===== src/rtl/turbo_encode_pkg.sv =====
// Shared constants, types and GF(2) helpers for the streaming turbo encoder.
// The RSC state holds past feedback values: bit 0 = a_{k-1}, bit M-1 = a_{k-M}.
package turbo_encode_pkg;
   localparam int N         = 8;
   localparam int NOUT      = 2;
   localparam int TAIL_BITS = 2;
   localparam int STATES    = 4;
   localparam int P         = 3;
   localparam int M         = $clog2(STATES);
   localparam int R         = 1 + 2*(NOUT-1);
   localparam int COLS      = N + TAIL_BITS;
   localparam int IW        = $clog2(N);
   localparam int KW        = $clog2(COLS);

   localparam logic [M:0] RECURSIVE = (M+1)'(7);
   localparam logic [M:0] POLY [2]  = '{(M+1)'(5), (M+1)'(7)};

   typedef logic [M-1:0]  rsc_state_t;
   typedef logic [KW-1:0] col_t;
   typedef logic [IW-1:0] idx_t;
   typedef enum logic [1:0] {ST_IDLE, ST_SYS, ST_PAR1, ST_PAR2} phase_t;

   function automatic idx_t interleave_idx(input col_t k);
      return idx_t'((int'(k) * P) % N);
   endfunction

   // Feedback taps excluding D^0; feeding this back as input forces a_k = 0.
   function automatic logic rsc_term_bit(input rsc_state_t s);
      logic fb;
      fb = 1'b0;
      for (int j = 1; j <= M; j++) fb = fb ^ (RECURSIVE[M-j] & s[j-1]);
      return fb;
   endfunction

   function automatic rsc_state_t rsc_next(input rsc_state_t s, input logic x);
      rsc_state_t n;
      n    = s << 1;
      n[0] = x ^ rsc_term_bit(s);
      return n;
   endfunction

   function automatic logic rsc_parity(input rsc_state_t s, input logic x);
      logic a;
      logic p;
      a = x ^ rsc_term_bit(s);
      p = POLY[0][M] & a;
      for (int j = 1; j <= M; j++) p = p ^ (POLY[0][M-j] & s[j-1]);
      return p;
   endfunction
endpackage


===== src/rtl/turbo_encode_if.sv =====
// Serial information-bit input and encoded-bit output handshake bundle.
interface turbo_encode_if;
   logic in_valid;
   logic single_x;
   logic in_ready;
   logic out_valid;
   logic single_y;
   logic out_first;

   modport master (output in_valid, single_x, input in_ready, out_valid, single_y, out_first);
   modport slave  (input in_valid, single_x, output in_ready, out_valid, single_y, out_first);
endinterface


===== src/rtl/turbo_encode_core.sv =====
// RSC encoder core: clear, step or terminate each cycle; parity and applied input are combinational.
// The applied input o_sys is x, or the termination bit when i_term is high.
module rsc_encode_core
   import turbo_encode_pkg::*;
(
   input  logic clk,
   input  logic reset,
   input  logic i_clr,
   input  logic i_step,
   input  logic i_term,
   input  logic i_x,
   output logic o_sys,
   output logic o_par
);
   rsc_state_t r_state;

   assign o_sys = i_term ? rsc_term_bit(r_state) : i_x;
   assign o_par = rsc_parity(r_state, o_sys);

   always_ff @(posedge clk or posedge reset) begin
      if (reset)       r_state <= '0;
      else if (i_clr)  r_state <= '0;
      else if (i_step) r_state <= rsc_next(r_state, o_sys);
   end
endmodule


===== src/rtl/turbo_encode_top.sv =====
// Ping-pong turbo encoder: N bits in, 3 rows of N+TAIL_BITS bits out; first bit one edge after load.
// in_ready drops while the load buffer is full and rises again at handover to the engine.
module turbo_encode_top
   import turbo_encode_pkg::*;
(
   input logic           clk,
   input logic           reset,
   turbo_encode_if.slave bus
);
   logic [N-1:0]    r_load_buf;
   logic [N-1:0]    r_work_buf;
   logic [COLS-1:0] r_p1_buf;
   idx_t            r_load_idx;
   logic            r_load_full;
   phase_t          r_state;
   phase_t          w_state_nxt;
   col_t            r_k;
   col_t            w_k_nxt;
   logic            w_accept;
   logic            w_last;
   logic            w_tail;
   logic            w_handover;
   logic            w_clr;
   logic            w_step;
   logic            w_term;
   logic            w_cx;
   logic            w_y;
   logic            w_sys;
   logic            w_par;

   assign w_accept   = bus.in_valid && !r_load_full;
   assign w_last     = (r_k == col_t'(COLS-1));
   assign w_tail     = (r_k >= col_t'(N));
   // Handover also fires on the final PAR2 bit so consecutive blocks stream gap-free.
   assign w_handover = r_load_full && ((r_state == ST_IDLE) || ((r_state == ST_PAR2) && w_last));

   always_ff @(posedge clk or posedge reset) begin
      if (reset) begin
         r_load_buf  <= '0;
         r_work_buf  <= '0;
         r_load_idx  <= '0;
         r_load_full <= 1'b0;
      end else begin
         if (w_handover) begin
            r_work_buf  <= r_load_buf;
            r_load_full <= 1'b0;
         end
         if (w_accept) begin
            r_load_buf[r_load_idx] <= bus.single_x;
            if (r_load_idx == idx_t'(N-1)) begin
               r_load_idx  <= '0;
               r_load_full <= 1'b1;
            end else begin
               r_load_idx <= r_load_idx + 1'b1;
            end
         end
      end
   end

   always_ff @(posedge clk or posedge reset) begin
      if (reset) begin
         r_state  <= ST_IDLE;
         r_k      <= '0;
         r_p1_buf <= '0;
      end else begin
         r_state <= w_state_nxt;
         r_k     <= w_k_nxt;
         if (r_state == ST_SYS) r_p1_buf[r_k] <= w_par;
      end
   end

   always_comb begin
      w_state_nxt = r_state;
      w_k_nxt     = w_last ? '0 : r_k + 1'b1;
      w_clr       = 1'b0;
      w_step      = 1'b0;
      w_term      = 1'b0;
      w_cx        = 1'b0;
      w_y         = 1'b0;
      case (r_state)
         ST_IDLE: begin
            w_k_nxt = '0;
            if (w_handover) begin
               w_state_nxt = ST_SYS;
               w_clr       = 1'b1;
            end
         end
         ST_SYS: begin
            w_cx   = r_work_buf[r_k[IW-1:0]];
            w_term = w_tail;
            w_step = 1'b1;
            w_y    = w_sys;
            if (w_last) w_state_nxt = ST_PAR1;
         end
         ST_PAR1: begin
            w_y = r_p1_buf[r_k];
            if (w_last) begin
               w_state_nxt = ST_PAR2;
               w_clr       = 1'b1;
            end
         end
         ST_PAR2: begin
            w_cx   = r_work_buf[interleave_idx(r_k)];
            w_term = w_tail;
            w_step = 1'b1;
            w_y    = w_par;
            if (w_last) begin
               w_state_nxt = w_handover ? ST_SYS : ST_IDLE;
               w_clr       = w_handover;
            end
         end
         default: begin
            w_state_nxt = ST_IDLE;
            w_k_nxt     = '0;
         end
      endcase
   end

   rsc_encode_core u_core (
      .clk    (clk),
      .reset  (reset),
      .i_clr  (w_clr),
      .i_step (w_step),
      .i_term (w_term),
      .i_x    (w_cx),
      .o_sys  (w_sys),
      .o_par  (w_par)
   );

   assign bus.in_ready  = !r_load_full;
   assign bus.out_valid = (r_state != ST_IDLE);
   assign bus.out_first = (r_state == ST_SYS) && (r_k == '0);
   assign bus.single_y  = w_y;
endmodule


===== src/flat_wrapper.sv =====
// flat-port wrapper written by rule: the top's interface ports become plain ports
module turbo_encode_top_flat import turbo_encode_pkg::*;
  (clk, reset, bus_in_valid, bus_single_x, bus_in_ready, bus_out_valid, bus_single_y, bus_out_first);
  turbo_encode_if bus_i ();
  input logic clk;
  input logic reset;
  input wire logic [$bits(bus_i.in_valid)-1:0] bus_in_valid;
  input wire logic [$bits(bus_i.single_x)-1:0] bus_single_x;
  output wire logic [$bits(bus_i.in_ready)-1:0] bus_in_ready;
  output wire logic [$bits(bus_i.out_valid)-1:0] bus_out_valid;
  output wire logic [$bits(bus_i.single_y)-1:0] bus_single_y;
  output wire logic [$bits(bus_i.out_first)-1:0] bus_out_first;
  assign bus_i.in_valid = bus_in_valid;
  assign bus_i.single_x = bus_single_x;
  assign bus_in_ready = bus_i.in_ready;
  assign bus_out_valid = bus_i.out_valid;
  assign bus_single_y = bus_i.single_y;
  assign bus_out_first = bus_i.out_first;
  turbo_encode_top u_core (.clk(clk), .reset(reset), .bus(bus_i));
endmodule

===== config.mk =====
export PLATFORM = sky130hd
export DESIGN_NAME = turbo_encode_top_flat
export DESIGN_NICKNAME = d
export VERILOG_FILES = /design/src/rtl/turbo_encode_pkg.sv /design/src/rtl/turbo_encode_if.sv /design/src/rtl/turbo_encode_core.sv /design/src/rtl/turbo_encode_top.sv /design/src/flat_wrapper.sv
export SDC_FILE = /design/constraint.sdc
export NUM_CORES = 1
export LEC_CHECK = 0
export CAP_MARGIN = 15
export CORE_MARGIN = 2
export CORE_UTILIZATION = 30
export DETAILED_ROUTE_END_ITERATION = 8
export SLEW_MARGIN = 40
export SYNTH_ARGS = -nofsm -noshare
export SYNTH_HDL_FRONTEND = slang
export SYNTH_SLANG_ARGS = --single-unit

===== constraint.sdc =====
create_clock -name clk -period 3.3 [get_ports clk]
set_input_delay 0.99 -clock clk [delete_from_list [all_inputs] [get_ports clk]]
set_output_delay 0.99 -clock clk [all_outputs]
set_load 0.01 [all_outputs]

==> flow_results.xml <==
<?xml version="1.0" encoding="UTF-8"?>
<metrics>
  <group name="status">
    <metric name="result_of_the_run" unit="">finished with violations</metric>
    <metric name="failed_checks" unit="">setup timing</metric>
  </group>
  <group name="timing">
    <metric name="rsz_0062_raised_after_global_routing" unit="">true</metric>
    <metric name="max_freq" unit="MHz">297</metric>
    <metric name="slew-limit-headroom" unit="%">67.2</metric>
    <metric name="setup_total_neg_slack" unit="ns">-0.0696</metric>
    <metric name="fin_crit_sh" unit="%">102</metric>
    <metric name="slew_violations" unit="">0</metric>
    <metric name="final_hold_viol_count" unit="">0</metric>
    <metric name="max_slew.worst_pin.slew" unit="ns">0.492</metric>
    <metric name="worst_clock_skew" unit="ns">0.00723</metric>
    <metric name="setup-violations-final" unit="">1</metric>
    <metric name="worst_slack" unit="ns">-0.0696</metric>
    <metric name="timing.final.crit_period" unit="ns">3.37</metric>
  </group>
  <group name="setup_path">
    <metric name="crit_path_end_kind" unit="">output pin</metric>
    <metric name="worst-setup-path-type" unit="">flop to output pin</metric>
    <metric name="cp-start-kind" unit="">flop</metric>
    <metric name="cp_data_required_time" unit="ns">2.31</metric>
    <metric name="cp_data_arrival_time" unit="ns">2.38</metric>
    <metric name="critical_path.max_fanout" unit="">4</metric>
  </group>
  <group name="floorplanning">
    <metric name="io_pins" unit="">8</metric>
    <metric name="die_width" unit="µm">88.4</metric>
    <metric name="design.core.area" unit="µm²">6830</metric>
    <metric name="number_of_placement_rows" unit="">30</metric>
    <metric name="fp.dieArea" unit="µm²">7820</metric>
    <metric name="start_util" unit="%">31.3</metric>
    <metric name="dieHeight" unit="µm">88.4</metric>
  </group>
  <group name="cts">
    <metric name="clk_pin_slew" unit="ns">0.08</metric>
    <metric name="cts_tree" unit="">yes</metric>
    <metric name="clkSinkCount" unit="">38</metric>
    <metric name="tritoncts.num_buffers" unit="">5</metric>
    <metric name="cts-root-to-sink-buffers" unit="">2</metric>
    <metric name="post_cts_hold_buffer_count" unit="">0</metric>
    <metric name="cts.htree.levels" unit="">2</metric>
    <metric name="cts-root-buf" unit="">sky130_fd_sc_hd__clkbuf_8</metric>
    <metric name="clk_latency" unit="ns">0.29</metric>
  </group>
  <group name="synth">
    <metric name="post_synth_top_flop" unit="">sky130_fd_sc_hd__dfrtp_1</metric>
    <metric name="post_synth_num_cell_types" unit="">40</metric>
    <metric name="synth-edff-count" unit="">0</metric>
    <metric name="synthesis.nets" unit="">196</metric>
    <metric name="synth.yosys.seq_area_share" unit="%">44.5</metric>
    <metric name="postSynthAreaPerCell" unit="µm²">11.9</metric>
    <metric name="synth.cell_area" unit="µm²">2140</metric>
    <metric name="postSynth.asyncResetShare" unit="%">100</metric>
    <metric name="syn_inst" unit="">179</metric>
    <metric name="post_synthesis_sequential_element_count" unit="">38</metric>
    <metric name="yosys_warnings" unit="">0</metric>
  </group>
  <group name="hold_path">
    <metric name="hold_crit_path_type" unit="">flop to flop</metric>
  </group>
  <group name="final_layout">
    <metric name="finalNonFillerCells" unit="">301</metric>
    <metric name="syn_to_final_growth" unit="%">20.4</metric>
    <metric name="final_core_utilization" unit="%">37.7</metric>
    <metric name="drive_above_1_share" unit="%">33.7</metric>
    <metric name="insertedDiodeCount" unit="">0</metric>
    <metric name="nNetsFinal" unit="">221</metric>
  </group>
  <group name="detailed_routing">
    <metric name="route.detailed.vias_per_inst" unit="">4.68</metric>
    <metric name="dr.first_iter.drc_count" unit="">36</metric>
    <metric name="finalWirelength" unit="mm">3.86</metric>
    <metric name="ant_nets" unit="">0</metric>
    <metric name="dr.pass1.iters" unit="">4</metric>
    <metric name="drc_violations_left" unit="">0</metric>
    <metric name="wire_per_inst" unit="µm">12.8</metric>
    <metric name="routed-via-count" unit="">1408</metric>
  </group>
  <group name="placement">
    <metric name="placedCellCount" unit="">291</metric>
    <metric name="dp.final_hpwl" unit="mm">2.81</metric>
    <metric name="io_buffers" unit="">7</metric>
    <metric name="place.gp.congestion" unit="">0.743</metric>
    <metric name="pre_cts_ws" unit="ns">-0.199</metric>
  </group>
  <group name="pwr">
    <metric name="power" unit="µW">2640</metric>
    <metric name="powerDensity" unit="nW/µm²">1020</metric>
    <metric name="power_leakage" unit="µW">0.00118</metric>
    <metric name="vdd.ir_drop.worst" unit="V">0.000466</metric>
  </group>
  <group name="grt">
    <metric name="via_count_of_the_first_global_routing_pass" unit="">1416</metric>
    <metric name="grt_pass1_wl" unit="mm">6.87</metric>
    <metric name="grt_max_degree" unit="">39</metric>
    <metric name="global_route.usage.total" unit="%">11.3</metric>
    <metric name="antenna_violations_before_repair" unit="">0</metric>
    <metric name="grt-ovfl-total" unit="">0</metric>
  </group>
  <group name="job">
    <metric name="cap_violations" unit="">0</metric>
  </group>
</metrics>
==> area by class of cell <==
type / instances / area [µm²]
Sequential cell: 38 / 951
Inverter: 9 / 33.8
Clock buffer: 5 / 68.8
Fill cell: 681 / 4260
Tap cell: 96 / 120
Timing Repair Buffer: 26 / 211
Clock inverter: 3 / 68.8
Multi-Input combinational cell: 124 / 1120
==> cell usage after synthesis, types with 3 or more instances <==
cell | count | share of area, %
sky130_fd_sc_hd__xor2_1 | 3 | 1.2
sky130_fd_sc_hd__mux2_2 | 30 | 16
sky130_fd_sc_hd__nor2b_1 | 3 | 0.88
sky130_fd_sc_hd__mux4_1 | 4 | 4.9
sky130_fd_sc_hd__o21ai_0 | 4 | 0.94
sky130_fd_sc_hd__nor3_1 | 3 | 0.70
sky130_fd_sc_hd__ha_1 | 13 | 7.6
sky130_fd_sc_hd__dfrtp_1 | 38 | 44
sky130_fd_sc_hd__nand3_1 | 10 | 2.3
sky130_fd_sc_hd__inv_1 | 9 | 1.6
sky130_fd_sc_hd__nand2_1 | 12 | 2.1
sky130_fd_sc_hd__xnor2_1 | 3 | 1.2
sky130_fd_sc_hd__nor2_1 | 8 | 1.4
sky130_fd_sc_hd__nor3b_1 | 3 | 1.1
sky130_fd_sc_hd__a21oi_1 | 3 | 0.70
==> metal layers <==
metal  vias to the layer above  part of all wire (%)  GRT usage (%)
met3                         5                   2.4           2.80
met2                        13                    45           16.5
met5                         -                     0              0
met4                         0                  0.88           3.31
li1                        689                     -              -
met1                       701                    52           16.6
==> cell families (layout without fill, tap and decap cells) <==
family                     Yosys count  after routing  synth area share (%)
and+or+nand+nor                     48             48                  11.4
DFF                                 38             38                  44.5
muxes                               36             36                  22.8
buffers and inverters               17             43                  4.04
adders and majority gates           13             13                  7.61
xor gates and xnor gates             6              6                  2.46
AOI/OAI and AO/OA                   21             21                  7.20
==> sequential cells by signal, indices dropped and copies added, names as in the netlist <==
register / cells
u_core.r_p1_buf: 10
u_core.r_load_buf: 8
u_core.r_work_buf: 8
u_core.r_k: 4
u_core.r_load_idx: 3
u_core.r_state: 2
u_core.u_core.r_state: 2
u_core.r_load_full: 1
==> power by group <==
group	switching [µW]	internal (µW)	total, µW
sequential	169	672	841
combinational	595	730	1320
clock	171	303	474
==> placed cells by master, fill, tap and decap left out, types with 4 or more instances in the layout <==
master / netlist / layout
sky130_fd_sc_hd__ha_1: 13 / 12
sky130_fd_sc_hd__clkbuf_8: 0 / 5
sky130_fd_sc_hd__o21ai_0: 4 / 4
sky130_fd_sc_hd__clkdlybuf4s50_1: 0 / 6
sky130_fd_sc_hd__nand2_1: 12 / 12
sky130_fd_sc_hd__nor2_1: 8 / 8
sky130_fd_sc_hd__mux4_2: 2 / 4
sky130_fd_sc_hd__dfrtp_1: 38 / 38
sky130_fd_sc_hd__mux2_2: 30 / 29
sky130_fd_sc_hd__buf_4: 1 / 18
sky130_fd_sc_hd__inv_1: 9 / 8
sky130_fd_sc_hd__nand3_1: 10 / 10
==> path summary, 6_finish.rpt <==
kind | from | end | slack (ns) | cells after the start
max | u_core.r_k[0]$_DFF_PP0_ | bus_single_y | -0.07 | 9
min | u_core.r_load_buf[0]$_DFFE_PP0P_ | u_core.r_load_buf[0]$_DFFE_PP0P_ | 0.51 | 1
max reg2reg | u_core.r_k[0]$_DFF_PP0_ | u_core.r_p1_buf[0]$_DFFE_PP0P_ | 0.80 | 10
min reg2reg | u_core.r_load_buf[0]$_DFFE_PP0P_ | u_core.r_load_buf[0]$_DFFE_PP0P_ | 0.51 | 1
max in group asynchronous | reset | u_core.r_p1_buf[1]$_DFFE_PP0P_ | 1.84 | 3
min in group asynchronous | reset | u_core.r_k[1]$_DFF_PP0_ | 1.11 | 3
==> stage by stage <==
stage	hold slack [ns]	cell area, µm²
floorplan	0.470	2140
global placement	0.490	2400
detailed placement	0.489	2400
CTS	0.513	2560
global route	0.531	2570
finish	0.507	2570
==> worst max-delay path, cell delays in order (launching register included) <==
cell,delay (ns)
sky130_fd_sc_hd__dfrtp_1,0.42
sky130_fd_sc_hd__inv_2,0.07
sky130_fd_sc_hd__ha_4,0.27
sky130_fd_sc_hd__mux4_2,0.29
sky130_fd_sc_hd__mux2_4,0.31
sky130_fd_sc_hd__a22oi_4,0.18
sky130_fd_sc_hd__xor2_1,0.20
sky130_fd_sc_hd__a21oi_2,0.08
sky130_fd_sc_hd__o2bb2ai_1,0.12
sky130_fd_sc_hd__buf_2,0.14
==> what timing repair did <==
action | 4_1_cts | 5_1_grt
pin swaps | 4 | 0
buffers inserted | 1 | 1
endpoints found under the hold margin | 0 | 0
resized for setup | 11 | 1
endpoints found under the setup margin | 1 | 1
Note: power is estimated with default switching activity, not from simulation.
